`src/rtl/sptx_pkg.sv`:
```
// Shared definitions for the serial pattern transmitter.
//   state_t       : transmitter FSM encoding (IDLE, SHIFT, GAP_WAIT)
//   IDLE_LEVEL    : level held on the serial line between words
//   PAT_A/PAT_B   : detection patterns as windows {b5..b0}, b0 = current bit
//   window_match  : compares the low 'len' bits of a line window to a pattern
package sptx_pkg;

    typedef enum logic [1:0] {
        IDLE     = 2'd0,
        SHIFT    = 2'd1,
        GAP_WAIT = 2'd2
    } state_t;

    localparam logic IDLE_LEVEL = 1'b1;

    // History depth of the predictor; the window adds the current bit on top.
    localparam int HIST_LEN = 5;
    localparam int WIN_W    = HIST_LEN + 1;

    // Pattern 0100 (rightmost first): (b3,b2,b1,b0) = (0,0,1,0).
    localparam int               PAT_A_LEN = 4;
    localparam logic [WIN_W-1:0] PAT_A     = 6'b00_0010;

    // Pattern 00010 (rightmost first): (b4,b3,b2,b1,b0) = (0,1,0,0,0).
    localparam int               PAT_B_LEN = 5;
    localparam logic [WIN_W-1:0] PAT_B     = 6'b00_1000;

    function automatic logic window_match(input logic [WIN_W-1:0] window,
                                          input logic [WIN_W-1:0] pattern,
                                          input int               len);
        logic [WIN_W-1:0] mask;
        mask = WIN_W'((1 << len) - 1);
        return (window & mask) == (pattern & mask);
    endfunction

endpackage

```
`src/rtl/serial_pattern_predict.sv`:
```
// Line-pattern predictor for the serial pattern transmitter.
// Keeps a 5-bit history of the serial line and flags, with zero latency,
// every cycle in which the current bit completes one of the two patterns.
// Ports:
//   clk         : clock
//   reset       : synchronous active-low reset (history -> all ones)
//   line        : current serial line level
//   expect_flag : combinational predicted match
module serial_pattern_predict
    import sptx_pkg::*;
(
    input  logic clk,
    input  logic reset,
    input  logic line,
    output logic expect_flag
);

    // hist[0] is the bit driven one cycle ago, hist[HIST_LEN-1] the oldest.
    logic [HIST_LEN-1:0] hist;
    logic [WIN_W-1:0]    window;

    always_ff @(posedge clk) begin
        if (!reset) begin
            hist <= '1;
        end else begin
            hist <= {hist[HIST_LEN-2:0], line};
        end
    end

    assign window      = {hist, line};
    assign expect_flag = window_match(window, PAT_A, PAT_A_LEN)
                       | window_match(window, PAT_B, PAT_B_LEN);

endmodule

```
`src/rtl/serial_pattern_tx.sv`:
```
// Serial pattern transmitter: accepts parallel words over load/ready and
// shifts each out LSB-first on 'out', idle-high between words, with GAP
// extra idle cycles enforced after every word.
// Optional feature macro: SPTX_PREDICT_EN (enables the pattern predictor;
// when undefined expect_flag is tied low).
// Ports:
//   clk         : clock, all state changes on posedge
//   reset       : synchronous active-low reset, priority over load
//   data_in     : word to transmit, sampled on an accepted load
//   load        : word valid
//   ready       : high when a word can be accepted
//   out         : serial line, idle level 1
//   done        : one-cycle pulse while the last bit is on the line
//   expect_flag : predicted pattern match on the line
module serial_pattern_tx
    import sptx_pkg::*;
#(
    parameter int WIDTH = 8,
    parameter int GAP   = 0
) (
    input  logic             clk,
    input  logic             reset,
    input  logic [WIDTH-1:0] data_in,
    input  logic             load,
    output logic             ready,
    output logic             out,
    output logic             done,
    output logic             expect_flag
);

    localparam int                CNT_W        = $clog2(WIDTH);
    localparam logic [CNT_W-1:0]  LAST_BIT     = CNT_W'(WIDTH - 1);
    localparam logic [CNT_W-1:0]  NEXT_TO_LAST = CNT_W'(WIDTH - 2);
    localparam logic [3:0]        GAP_LAST     = 4'(GAP > 0 ? GAP - 1 : 0);

    state_t           state;
    logic [CNT_W-1:0] bit_cnt;   // index of the bit currently on 'out'
    logic [3:0]       gap_cnt;
    logic [WIDTH-1:0] shreg;     // shreg[0] is the bit currently on 'out'

    // NOTE: all registered state uses non-blocking assignments so every
    // register samples pre-edge values, independent of statement order.
    always_ff @(posedge clk) begin
        if (!reset) begin
            state   <= IDLE;
            out     <= IDLE_LEVEL;
            ready   <= 1'b1;
            done    <= 1'b0;
            bit_cnt <= '0;
            gap_cnt <= '0;
            shreg   <= '0;
        end else begin
            case (state)
                IDLE: begin
                    done <= 1'b0;
                    if (load) begin
                        shreg   <= data_in;
                        out     <= data_in[0];
                        bit_cnt <= '0;
                        ready   <= 1'b0;
                        state   <= SHIFT;
                    end else begin
                        out   <= IDLE_LEVEL;
                        ready <= 1'b1;
                    end
                end

                SHIFT: begin
                    if (bit_cnt == LAST_BIT) begin
                        out     <= IDLE_LEVEL;
                        done    <= 1'b0;
                        bit_cnt <= '0;
                        if (GAP > 0) begin
                            gap_cnt <= '0;
                            state   <= GAP_WAIT;
                        end else begin
                            ready <= 1'b1;
                            state <= IDLE;
                        end
                    end else begin
                        bit_cnt <= bit_cnt + 1'b1;
                        shreg   <= shreg >> 1;
                        out     <= shreg[1];
                        // The next bit on the line is the MSB.
                        done    <= (bit_cnt == NEXT_TO_LAST);
                    end
                end

                GAP_WAIT: begin
                    out <= IDLE_LEVEL;
                    if (gap_cnt == GAP_LAST) begin
                        gap_cnt <= '0;
                        ready   <= 1'b1;
                        state   <= IDLE;
                    end else begin
                        gap_cnt <= gap_cnt + 4'd1;
                    end
                end

                default: begin
                    out   <= IDLE_LEVEL;
                    ready <= 1'b1;
                    done  <= 1'b0;
                    state <= IDLE;
                end
            endcase
        end
    end

`ifdef SPTX_PREDICT_EN
    serial_pattern_predict u_predict (
        .clk         (clk),
        .reset       (reset),
        .line        (out),
        .expect_flag (expect_flag)
    );
`else
    assign expect_flag = 1'b0;
`endif

endmodule

```
`config.mk`:
```
export PLATFORM = sky130hd
export DESIGN_NAME = serial_pattern_tx
export DESIGN_NICKNAME = d
export VERILOG_FILES = /design/src/rtl/sptx_pkg.sv /design/src/rtl/serial_pattern_predict.sv /design/src/rtl/serial_pattern_tx.sv
export SDC_FILE = /design/constraint.sdc
export NUM_CORES = 1
export LEC_CHECK = 0
export BUFFER_PORTS_ARGS = -buffer_cell sky130_fd_sc_hd__buf_2
export CORE_AREA = 2 2 39 41
export DETAILED_ROUTE_END_ITERATION = 12
export DIE_AREA = 0 0 41 43
export PLACE_DENSITY = 0.77
export SYNTH_ARGS = -nofsm -noshare
export SYNTH_HDL_FRONTEND = slang
export SYNTH_SLANG_ARGS = --single-unit
```
`constraint.sdc`:
```
create_clock -name clk -period 2.9 [get_ports clk]
set_clock_uncertainty 0.2 [all_clocks]
set_input_delay 0.29 -clock clk [delete_from_list [all_inputs] [get_ports clk]]
set_output_delay 0.29 -clock clk [all_outputs]
set_load 0.005 [all_outputs]
```
After elaboration in Yosys (flattened, before gate mapping)

Cells that the tools add are included.

Add/sub/neg operators: 2
Multipliers: 0
Div/mod/pow operators: 0
Order comparisons: 0
Equality and inequality tests: 8
Shift-type cells: 0
Multiplexer cells: 20
Bitwise operators: 0
Reductions and logical operators: 7

Operators by type and width:

| operator                                             | number |
|---|---|
| 2-to-1 mux 8 bit                                     | 2 |
| one-hot mux 8 bit (2 select lines)                   | 1 |
| != test 2 bit (second input constant)                | 4 |
| equality test 3 bit (second input constant)          | 2 |
| 2-to-1 mux 1 bit                                     | 6 |
| 2-to-1 mux 2 bit                                     | 3 |
| 2-to-1 mux 3 bit                                     | 2 |
| one-hot mux 2 bit (3 select lines)                   | 1 |
| one-hot mux 3 bit (2 select lines)                   | 1 |
| AND reduction 3 bit                                  | 2 |
| adder 4 x 1 -> 4 bit (second input constant)         | 1 |
| zero test 4 bit                                      | 1 |
| 2-to-1 mux 4 bit                                     | 1 |
| one-hot mux 1 bit (2 select lines)                   | 2 |
| AND reduction 2 bit                                  | 2 |
| adder 3 x 1 -> 3 bit (second input constant)         | 1 |
| one-hot mux 1 bit (3 select lines)                   | 1 |
| equality test 2 x 1 -> 1 bit (second input constant) | 1 |
| equality test 2 bit (second input constant)          | 1 |
| zero test 2 bit                                      | 1 |
| nonzero test 2 bit                                   | 1 |

Bits in registers: 20
Latch bits: 0
Memory bits (writable): 0
ROM bits: 0
Bits of input ports: 11
Logic and storage cells: 44
Memories: 0

Longest topological paths before layout

Gate-level depths: netlist (run 1).

Word-level depth: 3
Depth in mapped cells: 6
Depth with buffers taken out: 5

Least setup slack after synthesis (run 1)

Ideal clock, no wire load.

Path kind: register to register
From: register bit_cnt[0]
To: register shreg[1]
Arrival time: 1.282 ns
Required time: 2.584 ns
Slack: 1.302 ns
Cell stages (with the launch flop): 7
Buffers on the path: 1
Cell sequence: dfxtp_1 ha_1 ha_1 nor2b_4 or2_1 buf_6 o211a_1

Cells in the longest elaborated chain, start to end: 3

Ends and longest elaborated chain:

| what                          | RTL line                | source |
|---|---|---|
| start, declared               | serial_pattern_tx.sv:37 | `logic [CNT_W-1:0] bit_cnt;` |
| start signal, assigned        | serial_pattern_tx.sv:81 | `bit_cnt <= bit_cnt + 1'b1;` |
| equality test 3 bit           | serial_pattern_tx.sv:69 | `if (bit_cnt == LAST_BIT) begin` |
| != test 2 bit (no line)       | n/a                     |  |
| AND reduction 3 bit (no line) | n/a                     |  |
| end signal, assigned          | serial_pattern_tx.sv:57 | `shreg <= data_in;` |
| end signal, assigned          | serial_pattern_tx.sv:82 | `shreg <= shreg >> 1;` |
| end, declared                 | serial_pattern_tx.sv:39 | `logic [WIDTH-1:0] shreg;` |

No other way between the ends.
A chain may end at the register's enable or synchronous reset.

Worst setup path after layout (run 1)

From: register state[0]
To: register shreg[6]

Cells in the longest elaborated chain, start to end: 3
Elaborated cells between the ends (all ways): 7

Ends and longest elaborated chain:

| what                                                                   | RTL line                | source |
|---|---|---|
| start, declared                                                        | serial_pattern_tx.sv:36 | `state_t state;` |
| start signal, assigned                                                 | serial_pattern_tx.sv:45 | `state <= IDLE;` |
| start signal, assigned                                                 | serial_pattern_tx.sv:61 | `state <= SHIFT;` |
| start signal, assigned                                                 | serial_pattern_tx.sv:75 | `state <= GAP_WAIT;` |
| equality test 2 x 1 -> 1 bit / zero test 2 bit (equally long branches) | serial_pattern_tx.sv:53 | `case (state)` |
| != test 2 bit (no line) / nonzero test 2 bit (equally long branches)   | n/a                     |  |
| AND reduction 3 bit (no line)                                          | n/a                     |  |

Parallel ways exist; a longest one is shown, timed or not.

==> impl_results.md, run 1 <==
- Drt drc: 0
- Yosys warns: 0
- Setup-failing EPs final: 0
- Status: finished clean
- Layout cells sized above 1: 0.232
- Metal2 WL: around 460 um
- Vias in the first global route: between 400 and 500
- CP Buf/Inv Count: 0
- Hold-fix buffers at CTS: 0
- Top sig layer: met3
- Nets: between 90 and 100
- Mapped Cells: 70
- Mean Syn Cell Area: between 9 and 10 um^2
- Largest net degree at the start of global routing: 19
- M1 wire length: 534 um
- Postcts setup bufs: 0
- Die Y: 43 um
- Post-DP HPWL: between 700 and 800 um
- Cell Chain, Critical Path: nor2b_2 -> or2_1 -> o211a_1
- Clock buffer depth: 2
- Die ar.: 1760 um^2
- FP Rows: 14
- Initial antenna violation count: 0
- Final std cells w/o fill: 98
- Number of port buffers: 13
- Post_cts resized: 0
- Die width: ~41 um
- Post-route ant nets: 0
- Routed wire length: around 1100 um
- Slew at the pin closest to its max-slew limit: ~660 ps
- Met3 Wirelength: approximately 58 um
- Crit path capture type: flip-flop
- Max-cap viol count: 0
- Final hold vios: 0
- Syn Std Cell Area: 698 um^2
- Crit path max-delay family: flip-flops
- Grt ovf: 0
- CTS tree: done
- Post-synthesis sequential area ratio: 0.401
- Vias: 511
- Fin crit period: about 1800 ps
- Routability cong.: 0.684
- Number of synthesized flops with an enable pin: 0
- Clock-pin slew on the worst setup and hold paths: 90 ps
- Setup TNS: 0 ps
- Crit Path Max Fanout: 18
- Worst path max stage delay: 750 ps
- CTS Root Cell: clkbuf_4
- Cell count after placement: between 90 and 100
- Syn Nets: 85
- First-pass GRT wire length: 1790 um
- WP data required: ~2900 ps
- Worst-Skew Late Latency: about 270 ps
- CTS buffer count: 3
- WS Path Type: flip-flop to flip-flop
- FFs w/ async S/R, synth: 0
- Min-delay worst type: primary input to flip-flop
- Area grow syn2layout: 11.5%
- DRT iter0 DRCs: 0
- Synthesized flop and latch total: 14
- Num ports: 15
- Worst Path Arrival: roughly 1800 ps
- Vias per inst: between 5 and 6
- Peak supply drop: 0.235 mV
- RSZ-0062 raised after global routing: no
- Period utilization: 0.614
- Fmax: about 0.56 GHz
- Synth cell types: 24
- GRT Total Usage: 0.146
- Startpoint Class: flip-flop
- PwrDens: ~530 nW/um^2
- ANT cells: 0
- Core area: around 1400 um^2
- Wire per inst: about 11 um
- Slew HR: 0.561
- H-tree depth: 1
- Pins over their slew limit: 0
- Dominant synthesized flop cell: dfxtp_1
- Leak: slightly below 0.4 nW
- Crit-path slowest cell: dfxtp_1
- Initial core utilization: 0.505
- Drt pass-1 iters: 1
- TritonCTS Sinks: 14
==> layout make-up <==
type                    count  area [um^2]
well taps                  16         20.0
multi-input cells          49          369
flip-flops and latches     14          280
clock buffers               4         36.3
inverters                   2         7.51
repair buffers             13         65.1
fillers                   131          606
==> sequential cells by signal (all words and copies together), names as in the netlist <==
signal,cells
shreg,7
bit_cnt,3
done,1
out,1
ready,1
state,1
==> path summary, 6_finish.rpt <==
path / slack [ps] / endpoint / from / cells after the start
worst max-delay path: 1120 / shreg[6] / state[0] / 3
worst min-delay path: 70 / out / data_in[0] / 3
worst max register to register: 1120 / shreg[6] / state[0] / 3
worst min register to register: 250 / ready / ready / 2
==> cells by family (layout without fill, tap and decap cells) <==
kind of cell	Yosys count	after routing	share of synthesized area
AO/OA/AOI/OAI	18	18	0.181
multiplexers	7	7	0.100
other	1	1	0.00537
flip-flops	14	14	0.401
buffers and inverters	7	19	0.0699
AND/OR/NAND/NOR	19	19	0.170
adder cells (fa/ha/maj)	4	4	0.0717
==> layer usage <==
metal  vias up  track usage
li1        270            -
met1       229        0.172
met2        12        0.247
met3         0       0.0366
met4         0       0.0400
met5         -            0
==> metrics by stage <==
stage / hold slack, ps / instance area (um^2) / worst slack, ps / total power [mW] / util
2_1_floorplan: 218 / 698 / 1300 / 0.269 / -
3_3_place_gp: 227 / 742 / 1180 / 0.278 / 0.536
3_5_place_dp: 244 / 742 / 1150 / 0.279 / 0.536
4_1_cts: 66.6 / 778 / 1130 / 0.417 / 0.562
5_1_grt: 83.6 / 778 / 1040 / 0.438 / 0.562
6_report: 68.4 / 778 / 1120 / 0.412 / 0.562
==> cells in the mapped netlist (2+ instances only) <==
| cell | number | share of area |
|---|---|---|
| and2_1 | 2 | 0.018 |
| dfxtp_1 | 14 | 0.40 |
| buf_6 | 2 | 0.032 |
| ha_1 | 4 | 0.072 |
| o211a_1 | 6 | 0.086 |
| nor2_1 | 3 | 0.016 |
| inv_1 | 2 | 0.011 |
| nand3_1 | 2 | 0.014 |
| a21oi_1 | 2 | 0.014 |
| mux2i_1 | 7 | 0.10 |
| buf_4 | 2 | 0.021 |
| nor3b_1 | 3 | 0.032 |
| nand2_1 | 2 | 0.011 |
| nor2b_1 | 2 | 0.018 |
| o21ai_0 | 8 | 0.057 |
==> cell usage in the layout, fill, tap and decap left out, types with 3 or more instances in the layout <==
| master | instances |
|---|---|
| o21ai_0 | 8 |
| nor2_1 | 3 |
| buf_2 | 13 |
| ha_1 | 4 |
| o211a_1 | 6 |
| dfxtp_1 | 14 |
| clkbuf_4 | 3 |
| nor3b_1 | 3 |
| mux2i_1 | 7 |
==> tightest hold or removal path: stages <==
cell and delay [ps]:
buf_2 70, nor2_1 30, o21ai_0 110
==> report_power, final <==
group	switching [mW]	leakage (nW)	internal, mW	total (mW)
registers	0.0133	0.115	0.207	0.220
logic	0.0240	0.248	0.0302	0.0542
clock network	0.0611	0.0210	0.0762	0.137
Power figures use the tool's default switching activity.
==> run 2: changes to the inputs <==
Settings changed: ABC_AREA set to 1, CORE_AREA 2 2 39 41 to unset, CORE_MARGIN set to 1.5, CORE_UTILIZATION set to 46, DIE_AREA 0 0 41 43 to unset, PLACE_DENSITY 0.77 to 0.72.
Clock period 2.9 ns to 1.6 ns, I/O delays scaled along.
==> run 2 against run 1 <==
  * Non-clock buffer count increased by 10
  * Combinational power increased to 2.7 times the previous value
  * Power increased by 91%
  * Register-to-register slack got worse by 1100 ps
  * Utilization increased by 9.8 points
  * Sequential share of layout area decreased by 4.5 points
  * Count of clock-buffer cells in the layout unchanged
  * Clock power increased by 81%
  * Highest routed layer is now met4
==> impl_results.md, run 2 <==
- Status: finished clean
- Final hold vios: 0 (unchanged)
- Clock-pin slew on the worst setup and hold paths: 80 ps (about the same)
- Drt pass-1 iters: 5 (+4)
- Setup TNS: 0 ps (unchanged)
- Post-Route Utilization: 0.661 (+0.0984)
- Startpoint Class: primary input
- Number of synthesized flops with an enable pin: 0 (unchanged)
- Die ar.: 1750 um^2 (-0.63%)
- Number of port buffers: 13 (unchanged)
- Vias: 642 (+26%)
- Core area: 1350 um^2 (-2.4%)
- Area taken by multi-input logic gates: 370 um^2 (+0.34%)
- Worst-Skew Late Latency: 280 ps (about the same)
- Drt drc: 0 (unchanged)
- Setup-failing EPs final: 0 (unchanged)
- CTS Root Cell: clkbuf_4
- TritonCTS Sinks: 14 (unchanged)
- Post-synthesis sequential area ratio: 0.404 (+0.00217)
- H-tree depth: 1 (unchanged)
- Largest net degree at the start of global routing: 12 (-7)
- Peak supply drop: 0.736 mV (+210%)
- Leak: 0.442 nW (+15%)
- Pins over their slew limit: 0 (unchanged)
- WS Path Type: primary input to flip-flop
- WP data required: 1610 ps (-1260 ps)
- PwrDens: 881 nW/um^2 (+67%)
- Crit path capture type: flip-flop
- Fmax: 0.646 GHz
- Post-DP HPWL: 959 um (+20%)
- Storage element area: 282 um^2 (+0.45%)
- Max-cap viol count: 0 (unchanged)
- Top cells by count, synth: 30 x nand2_1, 16 x nor2_1, 14 x dfxtp_1
- Wire per inst: 10.5 um (-2.2%)
- Dominant cells by area after synthesis: dfxtp_1 40%, nand2_1 16%, nor2_1 8.6%, ha_1 7.2%, nand3b_1 6.5%
- Synth area leader: dfxtp_1
- Syn Std Cell Area: 694 um^2 (-0.54%)
- CTS buffer count: 3 (unchanged)
- Clock buffer depth: 2 (unchanged)
- Max reg flops: 7 (unchanged)
- Vias per inst: 4.79 (-8.1%)
- Num ports: 15 (unchanged)
- Largest Register: shreg
- Mapped Cells: 95 (+36%)
- Nets: 135 (+38%)
- FP Rows: 13 (-1)
- Vias in the first global route: 549 (+16%)
- DRT iter0 DRCs: 17 (+17)
- Post-route ant nets: 0 (unchanged)
- Min-delay worst type: primary input to flip-flop
- Synthesized flop and latch total: 14 (unchanged)
- ANT cells: 0 (unchanged)
- First-pass GRT wire length: 2370 um (+32%)
- Most common cell after layout, fill and taps aside: nand2_1
- Synth cell types: 19 (-21%)
- Yosys top cell area share: 0.404 (+0.00217)
- Largest regs: shreg x7, bit_cnt x3
- Dominant synthesized flop cell: dfxtp_1
- Routed wire length: 1410 um (+34%)
- Crit Path Max Fanout: 1 (-17)
- Die Y: 41.9 um (-2.7%)
- Fin crit period: about 1500 ps
- Die width: 41.9 um (+2.1%)
- Count leader, synth: nand2_1
- Area grow syn2layout: 28.5%
- Grt ovf: 0 (unchanged)
- GRT Total Usage: 0.176 (+0.0304)
- Most frequent cells in the layout: 29 x nand2_1, 16 x nor2_1, 13 x dfxtp_1, 13 x buf_2, 8 x dlygate4sd3_1
- Fillers: 125 (-4.6%)
- Mean Syn Cell Area: 7.31 um^2 (-27%)
- Layout cells sized above 1: 0.235 (+0.00359)
- CTS tree: done
- Yosys warns: 0 (unchanged)
- Worst Path Arrival: 1560 ps (-190 ps)
- Syn Nets: 110 (+29%)
- FFs w/ async S/R, synth: 0 (unchanged)
- Routability cong.: 0.751 (+9.8%)
- Initial core utilization: 0.514 (+0.00984)
- Postcts setup bufs: 0 (unchanged)
- RSZ-0062 raised after global routing: no
- Initial antenna violation count: 0 (unchanged)
- Period utilization: 0.968
[run 2: cell count changes after synthesis, sizes merged, moves of 5 or more]
cell	change
nand2	+32
mux2i	-7
o211a	-6
nand3b	+6
nor2	+13
o21ai	-5
[run 2: routing by layer]
metal / share of wire / up-vias / global-route usage
met4: 0.0050 / 0 / 0.0387
li1: - / 346 / -
met3: 0.064 / 2 / 0.0652
met2: 0.45 / 21 / 0.297
met1: 0.48 / 273 / 0.212
met5: 0 / - / 0
[run 2: power breakdown]
| group | internal [mW] | total, mW | switching (mW) |
|---|---|---|---|
| Clock | 0.138 | 0.248 | 0.110 |
| Sequential | 0.374 | 0.389 | 0.0144 |
| Combinational | 0.0693 | 0.149 | 0.0798 |
| Total | 0.582 | 0.786 | 0.204 |
[run 2: worst max-delay path: stages]
cell and delay (ps):
dlygate4sd3_1 520, buf_2 90, nand3_1 70, dlygate4sd3_1 570
a21oi_1 140
[run 2: final cells by class]
| type | instances | area share |
|---|---|---|
| Clock buffer | 4 | 0.0407 |
| Inverter | 6 | 0.0281 |
| Multi-Input combinational cell | 72 | 0.415 |
| Sequential cell | 14 | 0.316 |
| Tap cell | 15 | 0.0210 |
| Timing Repair Buffer | 23 | 0.180 |
[run 2: cell families after synthesis]
group / share of synthesized area
AOI/OAI and AO/OA: 0.0558
DFF: 0.404
buffers and inverters: 0.0667
adders and majority gates: 0.0721
other: 0.00540
and+or+nand+nor: 0.396
[run 2: final timing paths]
path               from  endpoint  slack, ps  cells past startpoint
max          data_in[7]  shreg[7]         50                      5
min          data_in[5]  shreg[5]         10                      5
max reg2reg    state[0]  shreg[7]         60                      4
min reg2reg       ready     ready        260                      2
[run 2: stage by stage]
stage	instance area (um^2)	instances	setup WS, ps	total power, mW	hold WS, ps
after global placement	769	122	165	0.523	217
after CTS	886	134	33.7	0.792	4.19
after detailed placement	769	122	96.1	0.527	224
after floorplan	694	95	273	0.490	122
final	892	134	51.8	0.786	10.1
after global routing	892	134	26.3	0.836	14.2
[run 2: what timing repair did]
| item | in CTS | in global routing |
|---|---|---|
| resized for setup | 0 | 3 |
| endpoints found under the hold margin | 7 | 0 |
| setup endpoints to repair | 0 | 7 |
| hold buffers | 8 | 0 |
==> run 3: changes to the inputs <==
Settings changed: RECOVER_POWER set to 25.
==> run 3 against run 2 <==
  * Worst setup slack lost 0.70 ps
  * Via count shrank 0.47%
  * Utilization shrank 0.28 points
  * Non-clock buffer count is the same
  * Flip-flop and latch count is the same
  * Critical path depth is the same
  * Final area shrank 0.42%
  * Die area is the same
  * Sequential power is essentially flat
  * Critical endpoint unchanged
  * Largest cell class unchanged
==> impl_results.md, run 3 (synthesized netlist as in run 2, its figures left out) <==
- Die width: 41.9 um (unchanged)
- Hold endpoint: shreg[5]
- Fin crit period: 1550 ps (+0.696 ps)
- Status: finished clean
- Setup-failing EPs final: 0 (unchanged)
- Final hold vios: 0 (unchanged)
- RR Startpoint: state[0]
- Max reg flops: 7 (unchanged)
- Clock buffer depth: 2 (unchanged)
- P_sw: 0.199 mW (-2.2%)
- Switching share of power: 0.255 (-0.00398)
- R2R Setup Slk: 70 ps (about the same)
- Drt pass-1 iters: 4 (-1)
- Post-DP HPWL: 959 um (unchanged)
- Worst-Skew Late Latency: 270 ps (about the same)
- Leak: 0.442 nW (about the same)
- CTS tree: done
- Setup TNS: 0 ps (unchanged)
- Most common cell after layout, fill and taps aside: nand2_1
- Postcts setup bufs: 0 (unchanged)
- Layout cells sized above 1: 0.227 (-0.00840)
- GR peak layer: met2
- Largest net degree at the start of global routing: 12 (unchanged)
- DRT iter0 DRCs: 18 (+1)
- CP most frequent cell: dlygate4sd3_1
- FP Rows: 13 (unchanged)
- Initial core utilization: 0.514 (unchanged)
- Grt ovf: 0 (unchanged)
- Routability cong.: 0.751 (unchanged)
- WS Path Type: primary input to flip-flop
- Post-Route Utilization: 0.658 (-0.00278)
- Largest regs: shreg x7, bit_cnt x3
- Cell Chain, Critical Path: dlygate4sd3_1 -> buf_2 -> nand3_1 -> dlygate4sd3_1 -> a21oi_1
- PwrDens: 879 nW/um^2 (-0.22%)
- Crit path capture type: flip-flop
- Crit Path Max Fanout: 1 (unchanged)
- Period utilization: 0.968 (about the same)
- Core area: 1350 um^2 (unchanged)
- Die ar.: 1750 um^2 (unchanged)
- Worst path max stage delay: 570 ps (about the same)
- Routed wire length: 1380 um (-1.8%)
- Met2 Use GR: 0.297 (unchanged)
- GRT Total Usage: 0.176 (unchanged)
- Met3 Use GR: 0.0652 (unchanged)
- Number of port buffers: 13 (unchanged)
- Vias: 639 (-0.47%)
- Cell-internal power: 0.581 mW (-0.11%)
- Worst r2r path cells: 4 (unchanged)
- Power share of the combinational group: 0.188 (-0.002)
- TritonCTS Sinks: 14 (unchanged)
- Die Y: 41.9 um (unchanged)
- Worst Path Arrival: 1560 ps (about the same)
- Vias in the first global route: 549 (unchanged)
- Hold Path Cell Cnt: 5 (unchanged)
- Crit path from: data_in[7]
- Crit-path slowest cell: dlygate4sd3_1
- Nets: 135 (unchanged)
- Max-cap viol count: 0 (unchanged)
- Most frequent cells in the layout: 29 x nand2_1, 16 x nor2_1, 13 x dfxtp_1, 13 x buf_2, 8 x dlygate4sd3_1
- Clock power share: 0.314 (-0.002)
- Register share of total power: 0.497 (+0.002)
- Peak supply drop: 0.731 mV (-0.74%)
- Num ports: 15 (unchanged)
- Initial antenna violation count: 0 (unchanged)
- CTS buffer count: 3 (unchanged)
- Met1 GRT Util: 0.212 (unchanged)
- Pins over their slew limit: 0 (unchanged)
- R2R Path End: shreg[7]
- Drt drc: 0 (unchanged)
- First-pass GRT wire length: 2370 um (unchanged)
- Min-Delay Startpoint: data_in[5]
- Post-route ant nets: 0 (unchanged)
- WP data required: 1610 ps (about the same)
- RSZ-0062 raised after global routing: no
- Wire per inst: 10.3 um (-1.8%)
- Area grow syn2layout: 27.9%
- H-tree depth: 1 (unchanged)
- Clock-pin slew on the worst setup and hold paths: 80 ps (about the same)
- Vias per inst: 4.77 (-0.47%)
- CTS Root Cell: clkbuf_4
- ANT cells: 0 (unchanged)
- Finished Cell Area: 888 um^2 (-0.42%)
- Largest Register: shreg
- Area after DPL: 769 um^2 (unchanged)
- Startpoint Class: primary input
- Min-delay worst type: primary input to flip-flop
- Fmax: 0.646 GHz (about the same)
run 3: cell types whose count changed in the layout (fill, tap and decap cells not counted):
cell / change
a21oi_1: +1
a21oi_2: -1
run 3: area by class of cell:
type / count / area [um^2]
Fill cell: 126 / 462
Clock buffer: 4 / 36.3
Inverter: 6 / 25.0
Tap cell: 15 / 18.8
Sequential cell: 14 / 282
Timing Repair Buffer: 23 / 160
Multi-Input combinational cell: 72 / 367
run 3: how the worst max path moves through the flow:
stage	slack, ps	cells past startpoint	end
6_report	50	5	shreg[7]
5_1_grt	30	4	shreg[7]
4_1_cts	30	4	shreg[7]
3_5_place_dp	100	7	shreg[4]
3_3_place_gp	160	7	shreg[2]
2_1_floorplan	270	7	shreg[1]
run 3: routing by layer:
layer / part of all wire / wire length [um]
met1: 0.47 / 647
met2: 0.46 / 635
met3: 0.070 / 97
met4: 0 / 0
met5: 0 / 0
run 3: stage by stage:
step	power [mW]	hold slack, ps	instances	setup slack (ps)
5_1_grt	0.834	14.2	134	26.3
6_report	0.781	14.2	134	51.1
3_5_place_dp	0.527	224	122	96.1
3_3_place_gp	0.523	217	122	165
2_1_floorplan	0.490	122	95	273
4_1_cts	0.792	4.19	134	33.7
run 3: repair_timing:
action / 4_1_cts / 5_1_grt
hold endpoints to repair: 7 / 0
endpoints found under the setup margin: 0 / 7
hold buffers: 8 / 0
resized for setup: 0 / 3
run 3: power by group through the flow:
stage | Clock (mW) | Sequential [mW] | Combinational, mW
final | 0.245 | 0.388 | 0.147
after global routing | 0.275 | 0.392 | 0.167
after CTS | 0.257 | 0.387 | 0.147
after detailed placement | 0 | 0.395 | 0.132
after global placement | 0 | 0.394 | 0.128
after floorplan | 0 | 0.392 | 0.0975
run 3: critical path, delay by kind of cell:
kind	cells	cell delay (ps)
AO/OA/AOI/OAI	1	140
AND/OR/NAND/NOR	1	70
buffers and inverters	3	1180
